--- src/rtl/local_history_table.sv ---
// Per-index local branch history table with a global history register.
// Entries are wiped by an ascending sweep after reset or flush, and lookups are blanked until that sweep finishes.
module local_history_table #(
  parameter int HIST_W = 5,
  parameter int IDX_W  = 5,
  parameter int GHR_W  = 8
) (
  input  logic              clk,
  input  logic              reset,
  input  logic [IDX_W-1:0]  rd_index,
  output logic [HIST_W-1:0] rd_hist,
  input  logic              upd_valid,
  input  logic [IDX_W-1:0]  upd_index,
  input  logic              upd_taken,
  input  logic              flush,
  output logic              ready,
  output logic [GHR_W-1:0]  ghr,
  output logic [15:0]       upd_count
);

  // state  | meaning
  // -------+-------------------------------------------------------------
  // CLEAR  | sweeping entries to zero, one per cycle; ready low
  // IDLE   | table valid; accepts updates; flush returns to CLEAR
  typedef enum logic {
    S_CLEAR = 1'b0,
    S_IDLE  = 1'b1
  } state_t;

  localparam int DEPTH = 1 << IDX_W;

  state_t             state;
  logic [IDX_W-1:0]   sweep_ptr;
  logic [HIST_W-1:0]  mem [DEPTH];

  logic               accept;
  logic               wr_en;
  logic [IDX_W-1:0]   wr_addr;
  logic [HIST_W-1:0]  wr_data;

  // Reset and flush both win over an update arriving on the same edge.
  assign accept = !reset && (state == S_IDLE) && upd_valid && !flush;

  always_comb begin
    wr_en   = 1'b0;
    wr_addr = upd_index;
    wr_data = {mem[upd_index][HIST_W-2:0], upd_taken};
    if (!reset) begin
      if (state == S_CLEAR && !flush) begin
        wr_en   = 1'b1;
        wr_addr = sweep_ptr;
        wr_data = '0;
      end else if (accept) begin
        wr_en = 1'b1;
      end
    end
  end

  // Array has no reset; the sweep is what establishes its contents.
  always_ff @(posedge clk) begin
    if (wr_en) begin
      mem[wr_addr] <= wr_data;
    end
  end

  always_ff @(posedge clk) begin
    if (reset) begin
      state     <= S_CLEAR;
      sweep_ptr <= '0;
      ghr       <= '0;
      upd_count <= '0;
    end else begin
      case (state)
        S_CLEAR: begin
          if (flush) begin
            sweep_ptr <= '0;
          end else begin
            sweep_ptr <= sweep_ptr + 1'b1;
            if (sweep_ptr == {IDX_W{1'b1}}) begin
              state <= S_IDLE;
            end
          end
        end
        S_IDLE: begin
          if (flush) begin
            state     <= S_CLEAR;
            sweep_ptr <= '0;
            ghr       <= '0;
            upd_count <= '0;
          end else if (upd_valid) begin
            ghr <= {ghr[GHR_W-2:0], upd_taken};
            if (upd_count != 16'hFFFF) begin
              upd_count <= upd_count + 16'd1;
            end
          end
        end
        default: begin
          state     <= S_CLEAR;
          sweep_ptr <= '0;
        end
      endcase
    end
  end

  assign ready   = (state == S_IDLE);
  assign rd_hist = ready ? mem[rd_index] : '0;

endmodule

--- config.mk ---
export PLATFORM = sky130hd
export DESIGN_NAME = local_history_table
export DESIGN_NICKNAME = d
export VERILOG_FILES = /design/src/rtl/local_history_table.sv
export SDC_FILE = /design/constraint.sdc
export NUM_CORES = 1
export LEC_CHECK = 0
export ABC_CLOCK_PERIOD_IN_PS = 6150
export BUFFER_PORTS_ARGS = -buffer_cell sky130_fd_sc_hd__buf_2
export CELL_PAD_IN_SITES_DETAIL_PLACEMENT = 1
export CELL_PAD_IN_SITES_GLOBAL_PLACEMENT = 1
export CORE_MARGIN = 3
export CORE_UTILIZATION = 56
export DETAILED_ROUTE_END_ITERATION = 6
export PLACE_DENSITY = 0.84
export SETUP_SLACK_MARGIN = 0.1
export SLEW_MARGIN = 5
export SYNTH_ARGS = -nofsm -noshare
export SYNTH_HDL_FRONTEND = slang
export SYNTH_SLANG_ARGS = --single-unit
--- constraint.sdc ---
create_clock -name clk -period 6.15 [get_ports clk]
set_input_delay 0.615 -clock clk [delete_from_list [all_inputs] [get_ports clk]]
set_output_delay 0.615 -clock clk [all_outputs]
set_load 0.01 [all_outputs]
==> metrics <==
fin area around 0.0099 sq mm; period utilization between 60% and 70%; post-synthesis async set-or-reset flop share 0%; area of the multi-input gates 0.00334 sq mm; nets between 600 and 700; FF/Latch Area 0.00541 sq mm; unrepaired setup endpoints after global routing no; Top FF cell, synth edfxtp_1; Rows 45; dominant cells by area after synthesis edfxtp_1 54%, mux4_2 17%, dfxtp_1 6.7%; Peak VDD IR between 0.15 and 0.2 mV; Rel. slew slack 27.1%; post-CTS sizing 0; Yosys reg bits 190; post-synthesis sequential area ratio 60.6%; grt peak-use layer met2; Routed WL 23200 microns; initial antenna violation count 0; DRC errors left 0; Setup Fix Bufs, Post-CTS 0; critical path endpoint category primary output; WL/cell 28.0 microns; H-Tree Depth 4; pwr/cell area 275 mW/mm^2; CTS buffer count 17; via-per-instance ratio 6.64; crit-path max FO 23; Syn Nets 586; Final ANT Viol Nets 0; final setup fails 0; # diodes 0; first-pass GRT wire length 35500 microns; max cap viols 0; clock skew 0.00757 ns; syn_area_per_cell ~16 sq um; critical path arrival 3.08 ns; Chip Width about 130 microns; Leak 3.18 nW; Starting Density 58.0%; worst slew pin tran 1.09 ns; Placed Area around 0.0093 sq mm; Max Fclk 0.271 GHz; CP Launch Type input port; largest net degree at the start of global routing 36; GR Util met1 34.7%; Worst Path Required 5.53 ns; Yosys top cell by area edfxtp_1; library cells used by synthesis 48; Setup CP Type in2out; Layout fillers 1395; CTS Hold Buffers Added 0; global route total overflow 0; Die H 132 microns; Root Buffer clkbuf_16; Vias 5505; Post-Place Worst Slack 2.43 ns; final hold viol count 0; CTS clock-pin slew for the worst setup and hold paths 0.06 ns; Total GRT Usage 27.2%; Worst-Skew Late Latency between 0.4 and 0.5 ns; I/O Pins 45; CTS sink count 190; P&R area growth vs syn 10.5%; synthesized cell area 0.00892 sq mm; First-pass DRT Iterations 5; EDFF count, synth 160; HPWL Detailed 15700 microns; Clock Path Buffers 2; vias in the first global route 5895; layout cell share with drive strength beyond 1 ~29%; status complete, no violations; Min Hold Slack 0.445 ns; DR iter-0 viols 535; Syn. warnings 0; GP Congestion roughly 0.85; Setup TNS 0 ns; met2 usage in global routing 46.9%; Worst Slack Setup Final 2.45 ns; fin crit period 3.70 ns; count leader, synth edfxtp_1; Cells after Synth 568; HP Class in2reg; met3 Usage GRT roughly 6.3%; reg-to-reg setup timing slack 3.06 ns; area of the die 0.0175 sq mm; IO buf count 44; CTS tree yes; top cells by count, synth 160 x edfxtp_1, 72 x nor2_1, 68 x mux4_2; core box area approximately 0.015 sq mm; max-slew violations 0; share of the synthesized area in the top cell type 53.9%
==> layout by cell type, fill, tap and decap left out, types with 13 or more instances in the layout <==
| master | instances |
|---|---|
| edfxtp_1 | 160 |
| nor2_1 | 72 |
| mux4_2 | 68 |
| buf_2 | 44 |
| dfxtp_1 | 30 |
| mux2_2 | 24 |
| nand2_1 | 18 |
| clkbuf_16 | 17 |
| nor2b_1 | 15 |
| nand3_1 | 15 |
| mux2i_1 | 13 |
==> worst paths after layout <==
check | cells past startpoint | start | endpoint
min reg2reg | 1 | upd_count[8]$_SDFFE_PP0P_ | upd_count[8]$_SDFFE_PP0P_
max | 7 | rd_index[1] | rd_hist[0]
max reg2reg | 4 | ready$_SDFF_PP0_ | mem[17][0]$_DFFE_PP_
min | 3 | upd_taken | ghr[0]$_SDFFE_PP0P_
==> layer usage <==
metal / share of wire [%] / wire (microns) / vias up
li1: - / - / 2358
met1: 39 / 9070 / 2880
met2: 52 / 12100 / 233
met3: 6.8 / 1580 / 34
met4: 1.9 / 450 / 0
met5: 0 / 0 / -
==> logic make-up (layout without fill, tap and decap cells) <==
logic type | Yosys count | count (layout) | synth area share [%]
compound gates | 64 | 64 | 5.02
xor+xnor | 12 | 12 | 1.18
fa+ha+maj | 3 | 3 | 0.421
buf+inv | 36 | 86 | 2.40
flops | 190 | 190 | 60.6
mux | 105 | 105 | 21.7
simple gates | 158 | 158 | 8.74
==> final cells by class <==
cell class / instances / area share, %
flip-flops and latches: 190 / 54.8
well taps: 211 / 2.68
repair buffers: 51 / 2.77
multi-input cells: 342 / 33.8
inverters: 4 / 0.152
clock inverters: 13 / 1.40
clock buffers: 18 / 4.35
==> where the power goes <==
part	internal (mW)	switching [mW]	total, mW	leakage, nW
registers	1.42	0.00317	1.42	1.69
clock network	0.599	0.483	1.08	0.277
logic	0.0784	0.127	0.205	1.22
==> per-stage QoR <==
| step | util [%] | total power, mW | instances |
|---|---|---|---|
| 6_report | 64.1 | 2.71 | 829 |
| 5_1_grt | 64.1 | 2.79 | 829 |
| 4_1_cts | 64.1 | 2.72 | 829 |
| 3_5_place_dp | 60.4 | 1.65 | 798 |
| 3_3_place_gp | 60.4 | 1.64 | 798 |
| 2_1_floorplan | - | 1.59 | 568 |
==> registers in the layout, summed over array words and instances (netlist names) <==
register	count
ghr	8
mem	160
ready	1
sweep_ptr	5
upd_count	16
==> critical path, cell delays in order <==
cell      delay, ns
buf_2          0.53
buf_4          0.53
mux4_2         0.57
mux2_2         0.28
o221ai_1       0.24
a41oi_1        0.10
buf_2          0.18
(Power assumes the default switching activity.)
